### src/rtl/clock_gate_ctrl.sv
// Per-domain clock-gating sequencer with idle timeout and round-robin wake slot.
// Optional macro CG_STATS_EN adds the saturating gate_off_cnt event counter.
module clock_gate_ctrl #(
  parameter int unsigned N_DOM    = 4,
  parameter int unsigned IDLE_CYC = 8,
  parameter int unsigned WAKE_CYC = 2,
  parameter int unsigned CNT_W    = 8
) (
  input  logic             clk,
  input  logic             rst,
  input  logic [N_DOM-1:0] busy,
  input  logic [N_DOM-1:0] req,
  input  logic             force_on,
  output logic [N_DOM-1:0] cg_en,
  output logic [N_DOM-1:0] ready
`ifdef CG_STATS_EN
  ,
  output logic [15:0]      gate_off_cnt
`endif
);

  localparam int unsigned PTR_W = (N_DOM > 1) ? $clog2(N_DOM) : 1;

  typedef enum logic [1:0] {
    ST_ON   = 2'd0,
    ST_IDLE = 2'd1,
    ST_OFF  = 2'd2,
    ST_WAKE = 2'd3
  } state_e;

  state_e             state_q [N_DOM];
  state_e             state_d [N_DOM];
  logic [CNT_W-1:0]   cnt_q   [N_DOM];
  logic [CNT_W-1:0]   cnt_d   [N_DOM];
  logic [PTR_W-1:0]   rr_ptr_q;
  logic [PTR_W-1:0]   rr_ptr_d;
  logic [N_DOM-1:0]   cg_en_q;
  logic [N_DOM-1:0]   cg_en_d;
  logic [N_DOM-1:0]   ready_q;
  logic [N_DOM-1:0]   ready_d;

  logic [N_DOM-1:0]   active_c;
  logic [N_DOM-1:0]   grant_c;
  logic               grant_vld_c;
  logic [PTR_W-1:0]   grant_idx_c;
  logic               slot_free_c;

  assign active_c = busy | req | {N_DOM{force_on}};

  // Wake slot: free when nobody is waking or the waking domain finishes this edge.
  always_comb begin
    int unsigned j;
    j           = 0;
    slot_free_c = 1'b1;
    grant_vld_c = 1'b0;
    grant_idx_c = '0;
    grant_c     = '0;
    for (int unsigned i = 0; i < N_DOM; i++) begin
      if (state_q[i] == ST_WAKE && cnt_q[i] != CNT_W'(WAKE_CYC)) begin
        slot_free_c = 1'b0;
      end
    end
    for (int unsigned k = 0; k < N_DOM; k++) begin
      j = 32'(rr_ptr_q) + k;
      if (j >= N_DOM) begin
        j = j - N_DOM;
      end
      if (slot_free_c && !grant_vld_c &&
          state_q[PTR_W'(j)] == ST_OFF && active_c[PTR_W'(j)]) begin
        grant_vld_c = 1'b1;
        grant_idx_c = PTR_W'(j);
      end
    end
    if (grant_vld_c) begin
      grant_c[grant_idx_c] = 1'b1;
    end
  end

  always_comb begin
    rr_ptr_d = rr_ptr_q;
    if (grant_vld_c) begin
      rr_ptr_d = (grant_idx_c == PTR_W'(N_DOM - 1)) ? '0 : grant_idx_c + PTR_W'(1);
    end
  end

  // Per-domain next state; cg_en/ready are registered copies of the next state.
  always_comb begin
    for (int unsigned i = 0; i < N_DOM; i++) begin
      state_d[i] = state_q[i];
      cnt_d[i]   = cnt_q[i];
      case (state_q[i])
        ST_ON: begin
          if (!active_c[i]) begin
            state_d[i] = ST_IDLE;
            cnt_d[i]   = CNT_W'(1);
          end
        end
        ST_IDLE: begin
          if (active_c[i]) begin
            state_d[i] = ST_ON;
            cnt_d[i]   = '0;
          end else if (cnt_q[i] == CNT_W'(IDLE_CYC - 1)) begin
            state_d[i] = ST_OFF;
            cnt_d[i]   = '0;
          end else begin
            cnt_d[i] = cnt_q[i] + CNT_W'(1);
          end
        end
        ST_OFF: begin
          if (grant_c[i]) begin
            state_d[i] = ST_WAKE;
            cnt_d[i]   = CNT_W'(1);
          end
        end
        ST_WAKE: begin
          if (cnt_q[i] == CNT_W'(WAKE_CYC)) begin
            state_d[i] = ST_ON;
            cnt_d[i]   = '0;
          end else begin
            cnt_d[i] = cnt_q[i] + CNT_W'(1);
          end
        end
        default: begin
          state_d[i] = ST_ON;
          cnt_d[i]   = '0;
        end
      endcase
      cg_en_d[i] = (state_d[i] != ST_OFF);
      ready_d[i] = (state_d[i] == ST_ON) || (state_d[i] == ST_IDLE);
    end
  end

  always_ff @(posedge clk) begin
    if (rst) begin
      for (int unsigned i = 0; i < N_DOM; i++) begin
        state_q[i] <= ST_ON;
        cnt_q[i]   <= '0;
      end
      rr_ptr_q <= '0;
      cg_en_q  <= '1;
      ready_q  <= '1;
    end else begin
      for (int unsigned i = 0; i < N_DOM; i++) begin
        state_q[i] <= state_d[i];
        cnt_q[i]   <= cnt_d[i];
      end
      rr_ptr_q <= rr_ptr_d;
      cg_en_q  <= cg_en_d;
      ready_q  <= ready_d;
    end
  end

  assign cg_en = cg_en_q;
  assign ready = ready_q;

`ifdef CG_STATS_EN
  logic [15:0] gate_off_cnt_q;
  logic [15:0] gate_off_cnt_d;
  logic [15:0] n_off_c;
  logic [16:0] sum_c;

  // Saturating count of domains entering OFF on each edge.
  always_comb begin
    n_off_c = '0;
    for (int unsigned i = 0; i < N_DOM; i++) begin
      if (state_q[i] == ST_IDLE && state_d[i] == ST_OFF) begin
        n_off_c = n_off_c + 16'(1);
      end
    end
    sum_c          = {1'b0, gate_off_cnt_q} + {1'b0, n_off_c};
    gate_off_cnt_d = sum_c[16] ? 16'hFFFF : sum_c[15:0];
  end

  always_ff @(posedge clk) begin
    if (rst) begin
      gate_off_cnt_q <= '0;
    end else begin
      gate_off_cnt_q <= gate_off_cnt_d;
    end
  end

  assign gate_off_cnt = gate_off_cnt_q;
`endif

endmodule

### config.mk
export PLATFORM = sky130hd
export DESIGN_NAME = clock_gate_ctrl
export DESIGN_NICKNAME = d
export VERILOG_FILES = /design/src/rtl/clock_gate_ctrl.sv
export SDC_FILE = /design/constraint.sdc
export NUM_CORES = 1
export LEC_CHECK = 0
export CAP_MARGIN = 20
export CORE_MARGIN = 2
export CORE_UTILIZATION = 52
export DETAILED_ROUTE_END_ITERATION = 10
export GPL_TIMING_DRIVEN = 0
export PLACE_DENSITY = 0.81
export SLEW_MARGIN = 20
export SYNTH_ARGS = -nofsm -noshare
export SYNTH_HDL_FRONTEND = slang
export SYNTH_SLANG_ARGS = --single-unit
### constraint.sdc
create_clock -name clk -period 3.4 [get_ports clk]
set_input_delay 0.34 -clock clk [delete_from_list [all_inputs] [get_ports clk]]
set_output_delay 0.34 -clock clk [all_outputs]
set_load 0.05 [all_outputs]
After elaboration in Yosys (flattened, before gate mapping)
Memories as Yosys holds them, arrays and structs flattened.
Index checks and enable logic that the tools add are counted.
Cells by class
  bitwise logic cells: 10
  equality and inequality tests: 37
  magnitude comparators: 10
  muxes and demuxes: 87
  add/sub/neg operators: 12
  reduce and logical (&&, ||, !) cells: 31
Operators by type and width (number)
  8-bit 2-to-1 mux: 24
  8-bit one-hot mux with 4 select lines: 4
  2-bit 2-to-1 mux: 33
  8-bit by 1-bit adder with 8-bit output, second input constant: 4
  8-bit by 2-bit equality test with 1-bit output, second input constant: 4
  8-bit by 3-bit equality test with 1-bit output, second input constant: 4
  8-bit by 2-bit inequality test with 1-bit output, second input constant: 4
  2-bit one-hot mux with 4 select lines: 4
  2-bit equality test, second input constant: 13
  2-bit by 1-bit equality test with 1-bit output, second input constant: 8
  1-bit logical AND: 16
  2-bit logical NOT: 8
  1-bit 2-to-1 mux: 16
  2-bit by 3-bit less-than comparator with 1-bit output, second input constant: 5
  3-bit greater-or-equal comparator, second input constant: 3
  1-bit binary-select mux with 2-bit select: 4
  2-bit inequality test, second input constant: 4
  1-bit bitwise OR: 8
  4-bit bitwise OR: 2
  2-bit by 1-bit subtractor with 2-bit output, second input constant: 4
  2-bit by 2-bit adder with 3-bit output, second input constant: 2
  1-bit logical OR: 4
  4-bit 2-to-1 mux: 1
  2-bit by 1-bit adder with 3-bit output, second input constant: 1
  5 further kinds: 7
Storage, ports and cells
  bits of input ports: 11
  output and inout bits: 8
  memories kept: 2
  flip-flop bits (word level): 10
  bits in writable memories: 40
Memory list
  cnt_q: depth 4, bits a word 8, rd ports 4, clocked after Yosys merged registers in 0, write ports 4, line 33  | logic [CNT_W-1:0] cnt_q [N_DOM];
  state_q: depth 4, bits a word 2, rd ports 8, clocked after Yosys merged registers in 0, write ports 4, line 31  | state_e state_q [N_DOM];

Longest topological paths before layout
Gate-level depths: netlist of run 1.
  depth after elaboration: 33
  mapped depth: 14
  mapped depth without buffers: 13

Worst setup path after synthesis of run 1
Ideal clock, no wire load.
  path kind: register to register
  from: register rr_ptr_q[0]
  to: memory cnt_q[0][6]
  setup slack: 0.284 ns
  clock period less this slack: 3.116 ns
  data required time: 3.269 ns
  cell stages (with the launch flop): 14
  arrival time: 2.984 ns
  setup time: 0.131 ns
  path through: dfxtp_1 > inv_2 > o41ai_2 > o32a_1 > nor3_1 > a311o_1 > a21oi_1 > inv_1 > ha_1 > o311a_1 > o32ai_1 > buf_2 > nand2b_1 > o32ai_1
RTL lines
  start: declaration: line 35  | logic [PTR_W-1:0] rr_ptr_q;
  start signal: assignment: line 147  | rr_ptr_q <= rr_ptr_d;
  end: declaration: line 33

==> results of run 1 <==
[cell usage after synthesis (2+ instances only)]
master,number
dfxtp_1,52
o22ai_1,3
ha_1,28
o41ai_4,2
or3_1,12
xnor2_1,3
or4b_1,5
nor2_1,26
nand4_1,4
a211oi_1,6
nor2b_1,3
o21a_1,3
nand3_1,14
or4_1,3
o32ai_1,10
a21bo_1,2
o21ai_0,14
clkbuf_1,7
buf_2,3
or4_4,2
nand2b_1,12
nand2_1,25
nor4_1,2
o311a_1,3
a211o_1,3
o21ai_1,9
inv_1,36
nand3b_1,2
or4b_2,2
o32a_1,3
a21o_1,4
and2_1,4
o41ai_2,2
o221a_2,2
a311o_1,2
mux2i_1,4
a21oi_1,33
a211oi_4,2
nor3_1,15
and3_1,4
a31oi_1,4
[worst max-delay path: stages, from the launching register on]
cell and delay (ps):
dfxtp_1 370, nand2b_2 240, mux4_2 530, a211o_1 350, a311o_1 390, a21oi_4 230
ha_2 200, o311ai_2 160, a21oi_2 240, buf_6 150, nand2_1 80, o41ai_2 280
[layout by cell type, fill, tap and decap left out, types with 4 or more instances in the layout]
cell / count
a211oi_1: 6
mux2i_1: 4
nor2_1: 26
clkbuf_8: 7
a21o_1: 4
nand2_1: 25
clkbuf_1: 7
nand3_1: 14
clkdlybuf4s50_1: 17
dfxtp_1: 49
or4b_1: 5
or3_1: 12
nand2b_1: 9
o21ai_1: 8
buf_4: 14
ha_1: 26
inv_1: 35
and3_1: 4
o21ai_0: 13
nor3_1: 11
a21oi_1: 29
nand4_1: 4
nor3_2: 4
a31oi_1: 4
and2_1: 4
o32ai_1: 7
a21oi_2: 4
[cells by family after synthesis]
family          count (synthesis)  synth area share
mux                             6           0.02167
simple gates                  139            0.2222
flops                          52            0.3055
compound gates                123            0.2850
buf+inv                        48           0.05509
xor+xnor                        3          0.007713
fa+ha+maj                      28            0.1028
[final cells by class]
type,count,area share
plain buffers,11,0.01562
inverters,37,0.03400
clock buffers,7,0.02358
well taps,77,0.02358
multi-input cells,299,0.5700
flip-flops and latches,52,0.2557
clock inverters,1,0.007351
repair buffers,33,0.07014
[sequential cells by signal (all words and copies together) (netlist names), named ones only]
name / cells
cnt_q: 32
rr_ptr_q: 2
cg_en: 4
ready: 4
state_q: 8
[per-stage QoR]
| step | util | cell area (sq um) | instances | hold slack, ps |
|---|---|---|---|---|
| finish | 0.6434 | 4085 | 517 | 495.8 |
| global route | 0.6434 | 4085 | 517 | 516.5 |
| CTS | 0.6099 | 3872 | 504 | 497.7 |
| detailed placement | 0.5801 | 3684 | 494 | 483.6 |
| global placement | 0.5801 | 3684 | 494 | 471.6 |
| floorplan | - | 3407 | 399 | 450.4 |
[routing by layer]
| layer | share of wire | vias to the layer above | track usage |
|---|---|---|---|
| met1 | 0.46 | 1531 | 0.2984 |
| met3 | 0.052 | 25 | 0.04377 |
| met2 | 0.46 | 112 | 0.3608 |
| met4 | 0.029 | 0 | 0.1140 |
| met5 | 0 | - | 0 |
| li1 | - | 1563 | - |
[power breakdown]
| part | leakage, nW | switching (mW) | internal [mW] |
|---|---|---|---|
| sequential | 0.422 | 0.00962 | 0.616 |
| clock | 0.0645 | 0.213 | 0.260 |
| combinational | 0.980 | 0.0711 | 0.0549 |
[worst paths after layout]
check / start / slack, ps / cells past startpoint / endpoint
hold / removal: cnt_q[2][7] / 500 / 2 / cnt_q[2][7]
hold reg to reg: cnt_q[2][7] / 500 / 2 / cnt_q[2][7]
setup reg to reg: state_q[3][0] / 80 / 11 / cnt_q[1][4]
setup / recovery: state_q[3][0] / 80 / 11 / cnt_q[1][4]
[timing repair]
| item | CTS | global route |
|---|---|---|
| setup endpoints to repair | 32 | 31 |
| pin swaps | 3 | 14 |
| cloned | 1 | 1 |
| gates resized for setup | 10 | 32 |
| endpoints found under the hold margin | 0 | 0 |
| buffers inserted | 1 | 12 |
==> out/qor.csv, run 1 <==
stage;metric;value;unit
sta;rsz0062_at_grt;yes;
status;status;finished, final reports clean;
placed_design;pre_cts_ws;-662.1;ps
global_routing;grt_pass1_wl;13.68;mm
worst_setup_path;path_max_fanout;8;
global_routing;globalRoute.totalOverflow;0;
routing;drt-wirelength-per-cell;16.58;microns
routing;num_vias;3231;
worst_setup_path;cp-start-kind;flop;
power;p_leak;1.466;nW
sta;clock_skew;9.728;ps
routing;first_pass_iters;5;
sta;fin_ws;83.26;ps
clock_tree;cts.sinks;52;
worst_hold_path;hold_path_class;reg -> reg;
synthesis;ys_ff_latch;52;
placed_design;place_congestion;0.8886;
synthesis;synth_edf_count;0;
synthesis;syn_inst;399;
clock_tree;cts.reportedPaths.clkPinSlew;100;ps
clock_tree;cts_tree;yes;
synthesis;synth.net_count;438;
layout;regArea;1045;sq um
worst_setup_path;worst_ep_arrival_time;3530;ps
routing;viasPerCell;6.250;
floorplanning;initial_core_util;0.5366;
sta;max_slew_margin;0.5016;
clock_tree;hold_buffers;0;
floorplanning;die_x;84.95;microns
global_routing;antenna_found_initial;0;
synthesis;yosysWarnings;0;
synthesis;ys.flop_type;dfxtp_1;
placed_design;port_buffers;18;
worst_setup_path;cp.required;3620;ps
routing;drc;0;
synthesis;yosys.area.top_type;dfxtp_1;
synthesis;synthTopCellsByArea;dfxtp_1, ha_1, a21oi_1;
job;cap_violations;0;
synthesis;synthArstFlopShare;0;
clock_tree;clock_path_buffers;2;
sta;max_freq;301.5;MHz
synthesis;synth_cell_types;65;
worst_setup_path;end_kind;flop;
layout;multi_input_area;2328;sq um
floorplanning;core;6350;sq um
global_routing;grt_pass1_vias;2951;
layout;num_antenna_cells;0;
floorplanning;die_area;7216;sq um
sta;drv_slew;0;
synthesis;seq_area_frac_synth;0.3055;
power;power_density;299.9;nW/um^2
worst_setup_path;path_class;reg -> reg;
floorplanning;ios;19;
placed_design;hpwl;5.693;mm
synthesis;yosysTopAreaCellShare;0.3055;
layout;fin_nets;478;
clock_tree;htreeDepth;2;
clock_tree;clk_latency;310;ps
clock_tree;clock-root-buffer;clkbuf_8;
layout;syn2layout_area_growth;19.90;%
layout;drive_gt1_frac;0.1705;
sta;fin_crit_sh;0.9755;
global_routing;grtUsageTotal;0.2286;
sta;worst_slew_pin_slew;739.8;ps
power;total_power;1.225;mW
sta;setup_viol;0;
layout;fillCellCount;492;
synthesis;syn_area;3407;sq um
synthesis;synth_area_per_cell;8.539;sq um
floorplanning;rows;29;
routing;ant_nets;0;
routing;drt-total-wl;8.571;mm
routing;drt-initial-drc-count;258;
power;ir_drop;0.0001758;V
floorplanning;die_h;84.95;microns
sta;fin_crit;3317;ps
sta;finalSetupTns;0;ps
clock_tree;numCtsBuffers;5;
sta;hold_violations;0;
global_routing;grt_max_degree;16;
(Power assumes the default switching activity.)
==> inputs of run 2 (changes only) <==
--- a/config.mk
+++ b/config.mk
@@ -9,7 +9,6 @@
 export CORE_MARGIN = 2
 export CORE_UTILIZATION = 52
 export DETAILED_ROUTE_END_ITERATION = 10
-export GPL_TIMING_DRIVEN = 0
 export PLACE_DENSITY = 0.81
 export SLEW_MARGIN = 20
 export SYNTH_ARGS = -nofsm -noshare
==> out/qor.csv, run 2 (synthesis gave the netlist of run 1 again) <==
stage;metric;value;unit;change
global_routing;grt_max_degree;30;;+14
status;status;finished, final reports clean;;
sta;setup_viol;0;;unchanged
clock_tree;cts.sinks;52;;unchanged
routing;num_vias;3272;;+1.3%
floorplanning;rows;29;;unchanged
layout;fin_nets;493;;+3.1%
floorplanning;die_h;84.95;microns;unchanged
layout;stdcell_count;532;;+2.9%
routing;drt-total-wl;8.423;mm;-1.7%
global_routing;grtUsageTotal;0.2294;;+0.0007773
sta;hold_violations;0;;unchanged
worst_hold_path;hold_path_class;reg -> reg;;
floorplanning;initial_core_util;0.5366;;unchanged
layout;largest_reg_flops;32;;unchanged
worst_setup_path;worst_ep_arrival_time;3580;ps;+50 ps
sta;worst_slew_pin_slew;607.2;ps;-132.6 ps
global_routing;grt_pass1_vias;3099;;+5.0%
global_routing;grt_pass1_wl;13.97;mm;+2.2%
routing;drt-initial-drc-count;162;;-37%
sta;fin_crit_sh;0.9886;;+0.01312
clock_tree;hold_buffers;0;;unchanged
clock_tree;clock_path_buffers;2;;unchanged
clock_tree;cts.reportedPaths.clkPinSlew;100;ps;about the same
clock_tree;clock-root-buffer;clkbuf_8;;
layout;final_cell_mix;dfxtp_1, buf_4, inv_1;;
power;ir_drop;0.0002222;V;+26%
global_routing;antenna_found_initial;0;;unchanged
layout;drive_gt1_frac;0.2044;;+0.03394
placed_design;pre_cts_ws;-273.2;ps;+388.9 ps
clock_tree;cts_tree;yes;;
layout;num_antenna_cells;0;;unchanged
layout;largest-register;cnt_q;;
floorplanning;core;6350;sq um;unchanged
worst_setup_path;path_max_fanout;6;;-2
routing;viasPerCell;6.150;;-1.6%
placed_design;port_buffers;18;;unchanged
clock_tree;clk_latency;320;ps;about the same
placed_design;dp_cells;521;;+5.5%
sta;max_freq;297.5;MHz;-1.3%
worst_setup_path;startpoint;cnt_q[3][0];;
worst_hold_path;worstHoldStart;cnt_q[2][5];;
power;power_density;288.5;nW/um^2;-3.8%
placed_design;hpwl;5.874;mm;+3.2%
sta;fin_crit;3361;ps;+44.61 ps
worst_setup_path;end_kind;flop;;
sta;fin_ws;38.65;ps;-44.61 ps
routing;ant_nets;0;;unchanged
floorplanning;die_x;84.95;microns;unchanged
routing;drt-wirelength-per-cell;15.83;microns;-4.5%
sta;max_slew_margin;0.5921;;+0.09047
layout;layout_commonest_cell;dfxtp_1;;
routing;drc;0;;unchanged
routing;first_pass_iters;5;;unchanged
job;cap_violations;0;;unchanged
worst_setup_path;cp.required;3620;ps;about the same
layout;syn2layout_area_growth;22.07;%;
placed_design;place_congestion;0.9003;;+1.3%
sta;clock_skew;20.98;ps;+11.25 ps
layout;top_regs;cnt_q x32, state_q x8;;
sta;drv_slew;0;;unchanged
floorplanning;die_area;7216;sq um;unchanged
global_routing;globalRoute.totalOverflow;0;;unchanged
clock_tree;htreeDepth;2;;unchanged
worst_setup_path;path_class;reg -> reg;;
worst_setup_path;cp-start-kind;flop;;
power;p_leak;1.546;nW;+5.4%
floorplanning;ios;19;;unchanged
clock_tree;numCtsBuffers;5;;unchanged
worst_setup_path;rr_startpoint;cnt_q[3][0];;
[run 2: cell type report]
class | count | area (sq um)
Clock inverter | 3 | 46.29
Inverter | 37 | 138.9
Multi-Input combinational cell | 299 | 2271
Clock buffer | 5 | 68.82
Tap cell | 77 | 96.34
Fill cell | 501 | 2191
Sequential cell | 52 | 1046
Timing Repair Buffer | 59 | 491.7
[run 2: final timing paths]
check / endpoint / slack [ps] / cells past startpoint
max: cnt_q[1][4] / 40 / 14
min: cnt_q[2][5] / 490 / 1
max reg2reg: cnt_q[1][4] / 40 / 14
min reg2reg: cnt_q[2][5] / 490 / 1
[run 2: repair_timing]
item | in CTS | in global routing
endpoints found under the setup margin | 3 | 25
pin swaps | 0 | 6
cloned | 0 | 1
resized for setup | 1 | 28
endpoints found under the hold margin | 0 | 0
buffers inserted | 0 | 2
[run 2: per-stage QoR]
| step | TNS, ps | utilization | hold slack [ps] | area, sq um | power [mW] |
|---|---|---|---|---|---|
| CTS | 0 | 0.6361 | 497.7 | 4039 | 1.196 |
| detailed placement | -6366 | 0.6173 | 481.8 | 3920 | 0.7552 |
| global placement | -2541 | 0.6173 | 465.4 | 3920 | 0.7505 |
| floorplan | 0 | - | 450.4 | 3407 | 0.7046 |
| global route | -58.16 | 0.6550 | 508.2 | 4159 | 1.243 |
| finish | 0 | 0.6550 | 494.3 | 4159 | 1.200 |
[run 2: report_power, final]
group	internal (mW)	switching (mW)	leakage [nW]
sequential	0.617	0.00940	0.422
clock	0.222	0.228	0.0548
combinational	0.0578	0.0656	1.07
[run 2: critical path: stages (launching register included)]
cell	delay [ps]
dfxtp_1	370
inv_1	80
ha_1	130
or4b_1	470
o21ai_2	210
nand4_1	210
a311o_1	410
a21oi_2	220
buf_4	160
ha_1	190
o311ai_4	130
a21oi_2	200
buf_6	140
nand2_1	80
o41ai_2	280
[run 2: routing by layer]
metal | GRT usage | wire length [microns] | vias to the layer above
li1 | - | - | 1593
met1 | 0.3005 | 3828 | 1554
met2 | 0.3814 | 4010 | 105
met3 | 0.03794 | 389 | 20
met4 | 0.08225 | 194 | 0
met5 | 0 | 0 | -
